`src/rtl/apb_req_master_if.sv`:
```
// Request/grant/response and APB bus signals of apb_req_master.
// The master modport is the initiator's own view; slave is the view of the requester plus APB slave.
interface apb_req_master_if #(
  parameter int unsigned APB_ADDR_WIDTH = 32,
  parameter int unsigned APB_DATA_WIDTH = 32
) ();
  logic                      req_i;
  logic                      we_i;
  logic [APB_ADDR_WIDTH-1:0] addr_i;
  logic [APB_DATA_WIDTH-1:0] wdata_i;
  logic                      gnt_o;
  logic                      rvalid_o;
  logic [APB_DATA_WIDTH-1:0] rdata_o;
  logic                      err_o;
  logic [APB_ADDR_WIDTH-1:0] paddr_o;
  logic [APB_DATA_WIDTH-1:0] pwdata_o;
  logic                      pwrite_o;
  logic                      psel_o;
  logic                      penable_o;
  logic [APB_DATA_WIDTH-1:0] prdata_i;
  logic                      pready_i;
  logic                      pslverr_i;

  modport master (
    input  req_i, we_i, addr_i, wdata_i, prdata_i, pready_i, pslverr_i,
    output gnt_o, rvalid_o, rdata_o, err_o, paddr_o, pwdata_o, pwrite_o, psel_o, penable_o
  );

  modport slave (
    output req_i, we_i, addr_i, wdata_i, prdata_i, pready_i, pslverr_i,
    input  gnt_o, rvalid_o, rdata_o, err_o, paddr_o, pwdata_o, pwrite_o, psel_o, penable_o
  );
endinterface

```
`src/rtl/apb_req_master.sv`:
```
// Single-channel APB initiator: serialises core requests into APB SETUP/ACCESS transfers.
// Define APB_MASTER_TIMEOUT_EN to abort transfers whose slave never asserts pready.
module apb_req_master #(
  parameter int unsigned APB_ADDR_WIDTH = 32,
  parameter int unsigned APB_DATA_WIDTH = 32,
  parameter int unsigned TIMEOUT_CYCLES = 256
) (
  input logic              clk_i,
  input logic              rst_ni,
  apb_req_master_if.master bus
);

  if (TIMEOUT_CYCLES < 1) begin : g_bad_timeout
    $error("TIMEOUT_CYCLES must be at least 1");
  end

  typedef enum logic [1:0] {StIdle, StSetup, StAccess} state_e;

  state_e                    state_q, state_d;
  logic [APB_ADDR_WIDTH-1:0] paddr_q, paddr_d;
  logic [APB_DATA_WIDTH-1:0] pwdata_q, pwdata_d;
  logic                      pwrite_q, pwrite_d;
  logic                      rvalid_q, rvalid_d;
  logic                      err_q, err_d;
  logic [APB_DATA_WIDTH-1:0] rdata_q, rdata_d;

`ifdef APB_MASTER_TIMEOUT_EN
  localparam int unsigned CntW = $clog2(TIMEOUT_CYCLES + 1);
  logic [CntW-1:0] cnt_q, cnt_d;
`endif

  always_comb begin
    state_d  = state_q;
    paddr_d  = paddr_q;
    pwdata_d = pwdata_q;
    pwrite_d = pwrite_q;
    rvalid_d = 1'b0;
    err_d    = err_q;
    rdata_d  = rdata_q;
`ifdef APB_MASTER_TIMEOUT_EN
    cnt_d    = cnt_q;
`endif
    case (state_q)
      StIdle: begin
        if (bus.req_i) begin
          paddr_d  = bus.addr_i;
          pwdata_d = bus.wdata_i;
          pwrite_d = bus.we_i;
          state_d  = StSetup;
        end
      end
      StSetup: begin
        state_d = StAccess;
`ifdef APB_MASTER_TIMEOUT_EN
        cnt_d   = '0;
`endif
      end
      StAccess: begin
        if (bus.pready_i) begin
          state_d  = StIdle;
          rvalid_d = 1'b1;
          err_d    = bus.pslverr_i;
          rdata_d  = pwrite_q ? '0 : bus.prdata_i;
        end
`ifdef APB_MASTER_TIMEOUT_EN
        else begin
          cnt_d = cnt_q + CntW'(1);
          // Limit cycle without pready: abort with an error response.
          if (cnt_q == CntW'(TIMEOUT_CYCLES - 1)) begin
            state_d  = StIdle;
            rvalid_d = 1'b1;
            err_d    = 1'b1;
            rdata_d  = '0;
          end
        end
`endif
      end
      default: state_d = StIdle;
    endcase
  end

  always_ff @(posedge clk_i) begin
    if (!rst_ni) begin
      state_q  <= StIdle;
      paddr_q  <= '0;
      pwdata_q <= '0;
      pwrite_q <= 1'b0;
      rvalid_q <= 1'b0;
      err_q    <= 1'b0;
      rdata_q  <= '0;
`ifdef APB_MASTER_TIMEOUT_EN
      cnt_q    <= '0;
`endif
    end else begin
      state_q  <= state_d;
      paddr_q  <= paddr_d;
      pwdata_q <= pwdata_d;
      pwrite_q <= pwrite_d;
      rvalid_q <= rvalid_d;
      err_q    <= err_d;
      rdata_q  <= rdata_d;
`ifdef APB_MASTER_TIMEOUT_EN
      cnt_q    <= cnt_d;
`endif
    end
  end

  assign bus.gnt_o     = bus.req_i & (state_q == StIdle);
  assign bus.psel_o    = (state_q != StIdle);
  assign bus.penable_o = (state_q == StAccess);
  assign bus.paddr_o   = paddr_q;
  assign bus.pwdata_o  = pwdata_q;
  assign bus.pwrite_o  = pwrite_q;
  assign bus.rvalid_o  = rvalid_q;
  assign bus.err_o     = err_q;
  assign bus.rdata_o   = rdata_q;

endmodule

```
`src/flat_wrapper.sv`:
```
// flat-port wrapper written by rule: the top's interface ports become plain ports
module apb_req_master_flat 
#(
  parameter int unsigned APB_ADDR_WIDTH = 32,
  parameter int unsigned APB_DATA_WIDTH = 32,
  parameter int unsigned TIMEOUT_CYCLES = 256
)
  (clk_i, rst_ni, bus_req_i, bus_we_i, bus_addr_i, bus_wdata_i, bus_prdata_i, bus_pready_i, bus_pslverr_i, bus_gnt_o, bus_rvalid_o, bus_rdata_o, bus_err_o, bus_paddr_o, bus_pwdata_o, bus_pwrite_o, bus_psel_o, bus_penable_o);
  apb_req_master_if #(.APB_ADDR_WIDTH(APB_ADDR_WIDTH), .APB_DATA_WIDTH(APB_DATA_WIDTH)) bus_i ();
  input logic clk_i;
  input logic rst_ni;
  input wire logic [$bits(bus_i.req_i)-1:0] bus_req_i;
  input wire logic [$bits(bus_i.we_i)-1:0] bus_we_i;
  input wire logic [$bits(bus_i.addr_i)-1:0] bus_addr_i;
  input wire logic [$bits(bus_i.wdata_i)-1:0] bus_wdata_i;
  input wire logic [$bits(bus_i.prdata_i)-1:0] bus_prdata_i;
  input wire logic [$bits(bus_i.pready_i)-1:0] bus_pready_i;
  input wire logic [$bits(bus_i.pslverr_i)-1:0] bus_pslverr_i;
  output wire logic [$bits(bus_i.gnt_o)-1:0] bus_gnt_o;
  output wire logic [$bits(bus_i.rvalid_o)-1:0] bus_rvalid_o;
  output wire logic [$bits(bus_i.rdata_o)-1:0] bus_rdata_o;
  output wire logic [$bits(bus_i.err_o)-1:0] bus_err_o;
  output wire logic [$bits(bus_i.paddr_o)-1:0] bus_paddr_o;
  output wire logic [$bits(bus_i.pwdata_o)-1:0] bus_pwdata_o;
  output wire logic [$bits(bus_i.pwrite_o)-1:0] bus_pwrite_o;
  output wire logic [$bits(bus_i.psel_o)-1:0] bus_psel_o;
  output wire logic [$bits(bus_i.penable_o)-1:0] bus_penable_o;
  assign bus_i.req_i = bus_req_i;
  assign bus_i.we_i = bus_we_i;
  assign bus_i.addr_i = bus_addr_i;
  assign bus_i.wdata_i = bus_wdata_i;
  assign bus_i.prdata_i = bus_prdata_i;
  assign bus_i.pready_i = bus_pready_i;
  assign bus_i.pslverr_i = bus_pslverr_i;
  assign bus_gnt_o = bus_i.gnt_o;
  assign bus_rvalid_o = bus_i.rvalid_o;
  assign bus_rdata_o = bus_i.rdata_o;
  assign bus_err_o = bus_i.err_o;
  assign bus_paddr_o = bus_i.paddr_o;
  assign bus_pwdata_o = bus_i.pwdata_o;
  assign bus_pwrite_o = bus_i.pwrite_o;
  assign bus_psel_o = bus_i.psel_o;
  assign bus_penable_o = bus_i.penable_o;
  apb_req_master #(.APB_ADDR_WIDTH(APB_ADDR_WIDTH), .APB_DATA_WIDTH(APB_DATA_WIDTH), .TIMEOUT_CYCLES(TIMEOUT_CYCLES)) u_core (.clk_i(clk_i), .rst_ni(rst_ni), .bus(bus_i));
endmodule
```
`config.mk`:
```
export PLATFORM = sky130hd
export DESIGN_NAME = apb_req_master_flat
export DESIGN_NICKNAME = d
export VERILOG_FILES = /design/src/rtl/apb_req_master_if.sv /design/src/rtl/apb_req_master.sv /design/src/flat_wrapper.sv
export SDC_FILE = /design/constraint.sdc
export NUM_CORES = 1
export LEC_CHECK = 0
export BUFFER_PORTS_ARGS = -buffer_cell sky130_fd_sc_hd__buf_4
export CORE_UTILIZATION = 49
export DETAILED_ROUTE_END_ITERATION = 10
export GPL_ROUTABILITY_DRIVEN = 0
export GPL_TIMING_DRIVEN = 0
export HOLD_SLACK_MARGIN = 0.1
export PLACE_DENSITY = 0.95
export SLEW_MARGIN = 15
export SYNTH_ARGS = -nofsm -noshare
export SYNTH_HDL_FRONTEND = slang
export SYNTH_SLANG_ARGS = --single-unit
```
`constraint.sdc`:
```
create_clock -name clk_i -period 2.85 [get_ports clk_i]
set_input_delay 0.4275 -clock clk_i [delete_from_list [all_inputs] [get_ports clk_i]]
set_output_delay 0.4275 -clock clk_i [all_outputs]
set_load 0.1 [all_outputs]
```
[Word level (Yosys, flattened, before mapping)]
Cells that the tools add are included.
Word-level totals
  flip-flop bits (word level): 101
  output and inout port bits: 102
  logic and storage cells: 23
Operators by class
  equal/unequal tests: 4
  muxes and demuxes: 5
  bitwise logic cells: 1
  reduce and logical (&&, ||, !) cells: 6
Operators by type and width (count)
  32-bit two-way mux: 1
  2-bit AND reduction: 4
  2-bit case mux with 3 select lines: 1
  2-bit two-way mux: 2
  2-bit inequality test, second input constant: 2
  2-bit by 1-bit == test with 1-bit output, second input constant: 1
  2-bit == test, second input constant: 1
  2-bit zero test: 1
  2-bit nonzero test: 1
  1-bit bitwise AND: 1
  1-bit two-way mux: 1

[Depth between registers and ports, before layout]
Gate-level depths: netlist of the first run.
  depth in word-level cells: 3
  gate-level depth with buffers: 5
  gate-level depth less buffers: 2

[Worst setup path after synthesis of the first run]
OpenSTA, ideal clock, no wires.
  path type: register to output
  from: register u_core.state_q[1]
  to: output port bus_penable_o
  arrival: 1737 ps
  data required time: 2423 ps
  path slack: 685 ps
  cell stages (with the launch flop): 2
  buffers on the path: 0
  cells stage by stage: dfxtp_1 -> nor2b_1
On the way
  word-level cells in the longest chain between the ends: 1
RTL lines
  from (decl): line apb_req_master.sv:19  | state_e state_q, state_d;
  from (signal assigned): line apb_req_master.sv:84  | state_q <= StIdle;
  from (signal assigned): line apb_req_master.sv:95  | state_q <= state_d;
  2-bit == test: line apb_req_master.sv:110  | assign bus.penable_o = (state_q == StAccess);
  to (decl): line flat_wrapper.sv:27  | output wire logic [$bits(bus_i.penable_o)-1:0] bus_penable_o;
No other way between the ends.

[Final worst setup path of the first run]
  from: register u_core.state_q[1]
  to: output port bus_gnt_o
On the way
  word-level cells in the longest chain between the ends: 2
RTL lines
  2-bit zero test: line apb_req_master.sv:108  | assign bus.gnt_o = bus.req_i & (state_q == StIdle);
  1-bit bitwise AND: line apb_req_master.sv:108
  to (decl): line flat_wrapper.sv:19  | output wire logic [$bits(bus_i.gnt_o)-1:0] bus_gnt_o;
No other way between the ends.

==> impl_metrics.json, run 1 <==
{
  "route.detailed.drc": 0,
  "final_cells": 761,
  "design.die.area_mm2": 0.00877,
  "synth_top_family_by_area": "multiplexers",
  "rows": 33,
  "fin_skew_ns": 0.0132,
  "pwr-share-clk_pct": 22.9,
  "post_cts.repair.setup_buffers": 0,
  "synthCells": 440,
  "rsz0062_at_grt": "no",
  "critical_path_arrival_ns": 1.82,
  "start_kind": "flop",
  "numClockSinks": 101,
  "period_needed_ns": 2.24,
  "drt_iter0_drc": 95,
  "clk_pin_slew_worst_paths_ns": 0.10,
  "io_buffers": 202,
  "grt_pass1_vias": 3725,
  "internal-power_w": 0.00210,
  "worstSetupPathType": "reg2out",
  "r2r-start": "u_core.state_q[1]",
  "path_cells": "nor3b_2, buf_4, buf_6, buf_4",
  "fp.dieH_um": 93.6,
  "timing.fmax_mhz": 446,
  "cp_max_fo": 10,
  "async_flop_share_pct": 0,
  "fp.dieW_um": 93.6,
  "drtPass1Iterations": 4,
  "synth_area_leader_cell": "dfxtp_1",
  "maxCapViolations": 0,
  "slew_viol_final": 0,
  "p_seq_share_pct": 45.3,
  "ioPinCount": 204,
  "clk_latency_ns": 0.35,
  "grt_max_degree": 16,
  "critPathSlowestCell": "dfxtp_1",
  "clock_path_buffers": 2,
  "via_per_inst": 4.98,
  "tightest_slew_ns": 0.534,
  "p_leak_nw": 2.74,
  "use_met2_pct": 46.4,
  "power_density_mw_per_mm2": 572,
  "cts_max_level": 3,
  "status": "complete, no violations",
  "combPwrFrac_pct": 31.9,
  "initial_core_util_pct": 50.3,
  "synth_edf_count": 0,
  "hold_viol_final": 0,
  "critPathMostFrequentCell": "buf_4",
  "n_antenna_cell": 0,
  "synthAdderAreaFrac_pct": 0,
  "yosysMostFrequentCell": "nand2_1",
  "p_sw_w": 0.00129,
  "synth-xor-area-share_pct": 0,
  "synth-seq-cells": 101,
  "synth_warnings": 0,
  "grt_pass1_wl_um": 17100,
  "cts_root_buffer": "clkbuf_8",
  "use_met1_pct": 26.6,
  "num_vias": 3786,
  "dp_hpwl_um": 8550,
  "setup_tns_ns": 0,
  "ir_worst_vdd_mv": 0.282,
  "ctsResizeCount": 0,
  "syn_area_mm2": 0.00412,
  "crit_start": "u_core.state_q[1]",
  "reg2regPathDepth": 4,
  "period_share_pct": 78.7,
  "nets": 755,
  "placedCellCount": 747,
  "ant_nets": 0,
  "cts_buffers": 9,
  "cp_top_family": "buffers and inverters",
  "grt_use_total_pct": 25.0,
  "cp_slowest_stage_delay_ns": 0.37,
  "holdBufCountCts": 0,
  "hold_path.startpoint": "bus_wdata_i[15]",
  "swShare_pct": 38.1,
  "hold_depth": 3,
  "synth_common_cells": "nand2_1, dfxtp_1, mux2i_1",
  "avgSynthCellArea_um2": 9.35,
  "area_growth_pct": 43.8,
  "synthesis.nets": 542,
  "synth.area.top_cells": "dfxtp_1, mux2i_1, nand2_1, nand3b_1, buf_2",
  "slew_headroom_pct": 64.4,
  "antenna_found_initial": 0,
  "ys_seq_area_share_pct": 49.1,
  "drive_above_1_share_pct": 36.0,
  "cp-end-kind": "primary output",
  "cp_num_cells": 4,
  "design.core.area_mm2": 0.00818,
  "synth_top_flop_cell": "dfxtp_1",
  "cts_tree": "built",
  "setup_violations": 0,
  "required_ns": 2.42,
  "grt_use_met3_pct": 7.32,
  "wirelength_um": 11100,
  "overflow": 0,
  "cp_num_buf_inv": 3,
  "hp-class": "in2reg",
  "muxShareOfSynthArea_pct": 23.8,
  "post_drt_wl_per_cell_um": 14.6,
  "synth_top_area_share_pct": 49.1,
  "synth-simple-area-share_pct": 22.3,
  "fin_hold_ws_ns": 0.318,
  "synthDistinctLibCells": 15,
  "synth_compound_area_share_pct": 0.182,
  "grt_busiest_layer": "met2"
}
flip-flops by register name, indices dropped and copies added (netlist names):
name / count
u_core.state_q: 2
u_core.bus.rvalid_o: 1
u_core.bus.pwdata_o: 32
u_core.bus.pwrite_o: 1
u_core.bus.rdata_o: 32
u_core.bus.err_o: 1
u_core.bus.paddr_o: 32
worst min-delay path: cells and delay by family:
family,cells,cell delay [ns]
muxes,1,0.05
buffers and inverters,1,0.11
and+or+nand+nor,1,0.04
cells by family after synthesis:
group | after synthesis
and+or+nand+nor | 204
DFF | 101
muxes | 98
buffers and inverters | 36
AOI/OAI and AO/OA | 1
placed cells by master (no fill, tap or decap), drive strengths merged:
master	synthesis	routed
buf	20	222
nand2	164	164
dfxtp	101	101
mux2i	98	98
nand3b	32	32
clkbuf	16	26
clkinvlp	0	3
nor2b	2	2
and2	2	2
nor3b	2	2
or2	1	1
and3b	1	1
o21a	1	1
clkinv	0	1
worst paths after layout:
path,endpoint,slack (ns)
worst min-delay path,u_core.bus.pwdata_o[15],0.32
worst min register to register,u_core.bus.pwdata_o[8],0.46
worst max register to register,u_core.bus.pwdata_o[5],1.38
worst max-delay path,bus_gnt_o,0.61
layout make-up:
| type | instances | area, um2 |
|---|---|---|
| Clock inverter | 4 | 27.5 |
| Timing Repair Buffer | 202 | 1520 |
| Fill cell | 605 | 2260 |
| Buffer | 36 | 189 |
| Sequential cell | 101 | 2020 |
| Tap cell | 105 | 131 |
| Multi-Input combinational cell | 303 | 1900 |
| Clock buffer | 10 | 128 |
routing by layer:
layer,vias up,routed length [um]
met5,-,0
met4,0,147
met3,13,897
met2,146,5820
met1,1767,4240
li1,1860,-
per-stage QoR:
stage          power (W)  utilization, %  setup WS [ns]  cell area, um2
5_1_grt          0.00351            72.4          0.478            5920
2_1_floorplan    0.00235               -          0.685            4120
6_report         0.00339            72.4          0.607            5920
4_1_cts          0.00341            72.4          0.570            5920
3_5_place_dp     0.00265            70.5          0.844            5760
3_3_place_gp     0.00262            70.5          0.841            5760
power by group through the flow:
stage | logic (W) | clock network, W | registers (W)
finish | 0.00108 | 0.000774 | 0.00153
global route | 0.00112 | 0.000846 | 0.00154
CTS | 0.00108 | 0.000793 | 0.00153
detailed placement | 0.00108 | 0 | 0.00156
global placement | 0.00106 | 0 | 0.00156
floorplan | 0.000251 | 0 | 0.00210
Power figures use the tool's default switching activity.
==> inputs of run 2 (changes only) <==
Settings changed: CORE_UTILIZATION 49 to 41, PLACE_DENSITY 0.95 to 0.86.
Clock period 2.85 ns to 2 ns, I/O delays scaled along.
==> run 2 against run 1 <==
  * Clock-buffer cell count is 2 higher
  * Routed wire length is 0.50% higher
  * Clock skew is 0.00099 ns lower
  * Cell count is 4.5% higher
  * Clock power is 72% higher
  * Die area is 19% higher
  * Via count hardly changed
  * Total power is 50% higher
  * Critical endpoint unchanged
  * Largest cell class unchanged
  * Largest power group unchanged
==> impl_metrics.json, run 2 (synthesis results as in run 1) <==
{
  "cts_max_level": 3,
  "ioPinCount": 204,
  "num_vias": 3789,
  "crit_start": "u_core.state_q[0]",
  "nets": 759,
  "path_cells": "nor3b_2, buf_6, buf_6, buf_6",
  "overflow": 0,
  "via_per_inst": 4.77,
  "numClockSinks": 101,
  "final_cells": 795,
  "drtPass1Iterations": 4,
  "placedCellCount": 775,
  "hold_viol_final": 0,
  "p_sw_w": 0.00188,
  "fp.dieW_um": 102,
  "period_needed_ns": 1.85,
  "dp_hpwl_um": 8550,
  "grt_max_degree": 17,
  "maxCapViolations": 0,
  "total_power_w": 0.00506,
  "power_density_mw_per_mm2": 838,
  "cp_num_buf_inv": 3,
  "grt_pass1_vias": 3716,
  "antenna_found_initial": 0,
  "clk_pin_slew_worst_paths_ns": 0.10,
  "fin_hold_ws_ns": 0.189,
  "critPathSlowestCell": "dfxtp_1",
  "hp-class": "in2reg",
  "swShare_pct": 37.1,
  "period_share_pct": 92.4,
  "clock_path_buffers": 2,
  "initial_core_util_pct": 42.3,
  "cp_top_family": "buffers and inverters",
  "fill_cells": 837,
  "fp.dieH_um": 102,
  "grt_use_total_pct": 20.9,
  "required_ns": 1.70,
  "status": "complete, no violations",
  "io_buffers": 202,
  "setup_violations": 0,
  "drive_above_1_share_pct": 36.6,
  "combPwrFrac_pct": 30.6,
  "drt_iter0_drc": 65,
  "slew_viol_final": 0,
  "cts_buffers": 9,
  "route.detailed.drc": 0,
  "post_drt_wl_per_cell_um": 14.0,
  "layout_commonest_cell": "buf_4",
  "cp_slowest_stage_delay_ns": 0.37,
  "design.core.area_mm2": 0.00973,
  "holdBufCountCts": 0,
  "cts_root_buffer": "clkbuf_8",
  "rows": 36,
  "slew_headroom_pct": 67.5,
  "pwr-share-clk_pct": 26.2,
  "critical_path_arrival_ns": 1.55,
  "r2r-start": "u_core.state_q[0]",
  "start_kind": "flop",
  "hold_path.startpoint": "bus_addr_i[14]",
  "area_growth_pct": 46.8,
  "grt_pass1_wl_um": 17100,
  "rsz0062_at_grt": "no",
  "cp-end-kind": "primary output",
  "setup_tns_ns": 0,
  "ant_nets": 0,
  "tightest_slew_ns": 0.488,
  "p_leak_nw": 2.80,
  "design.die.area_mm2": 0.0104,
  "worstSetupPathType": "reg2out",
  "critPathMostFrequentCell": "buf_6",
  "cp_max_fo": 10,
  "fin_skew_ns": 0.0122,
  "p_seq_share_pct": 43.2,
  "wirelength_um": 11200,
  "n_antenna_cell": 0,
  "ir_worst_vdd_mv": 0.370,
  "internal-power_w": 0.00318,
  "final_cell_mix": "buf_4, nand2_1, dfxtp_1, mux2i_1, nand3b_1",
  "cts_tree": "built",
  "clk_latency_ns": 0.35,
  "timing.fmax_mhz": 541,
  "final_core_util_pct": 62.1
}
run 2: path summary, 6_finish.rpt:
kind	to	slack, ns	cells after the start
hold / removal	u_core.bus.paddr_o[14]	0.19	3
hold reg to reg	u_core.bus.paddr_o[22]	0.46	2
setup reg to reg	u_core.bus.paddr_o[28]	0.58	4
setup / recovery	bus_gnt_o	0.15	4
run 2: stage by stage:
stage	area, um2	setup WS, ns
2_1_floorplan	4120	0.455
3_3_place_gp	5800	0.262
3_5_place_dp	5800	0.252
4_1_cts	6020	0.0379
5_1_grt	6040	0.0249
6_report	6040	0.153
run 2: repair_timing:
item,CTS,global route
resized for setup,2,0
gates cloned,0,0
hold endpoints to repair,0,0
setup endpoints to repair,1,1
pin swaps,1,0
setup buffers,1,3
run 2: metal layers:
| layer | global-route usage [%] | up-vias | part of all wire [%] |
|---|---|---|---|
| met5 | 0 | - | 0 |
| met4 | 6.37 | 0 | 1.2 |
| met3 | 5.75 | 15 | 7.1 |
| met2 | 37.5 | 138 | 49 |
| met1 | 24.0 | 1759 | 42 |
| li1 | - | 1877 | - |
run 2: worst register-to-register path: stages, from the launching register on:
cell and delay, ns:
dfxtp_1 0.37, nor3b_2 0.26, buf_4 0.16, buf_2 0.30, mux2i_1 0.26
run 2: power groups by stage:
stage | Clock (W) | Sequential [W] | Combinational [W]
2_1_floorplan | 0 | 0.00300 | 0.000358
3_3_place_gp | 0 | 0.00223 | 0.00152
3_5_place_dp | 0 | 0.00223 | 0.00154
4_1_cts | 0.00135 | 0.00219 | 0.00155
5_1_grt | 0.00144 | 0.00220 | 0.00162
6_report | 0.00133 | 0.00219 | 0.00155
run 2: layout make-up:
class / count / area, um2 / share of cell area [%]
Sequential cell: 101 / 2020 / 33.5
Multi-Input combinational cell: 303 / 1910 / 31.6
Timing Repair Buffer: 206 / 1550 / 25.7
Buffer: 36 / 193 / 3.19
Tap cell: 133 / 166 / 2.76
Clock buffer: 12 / 145 / 2.40
Clock inverter: 4 / 56.3 / 0.932
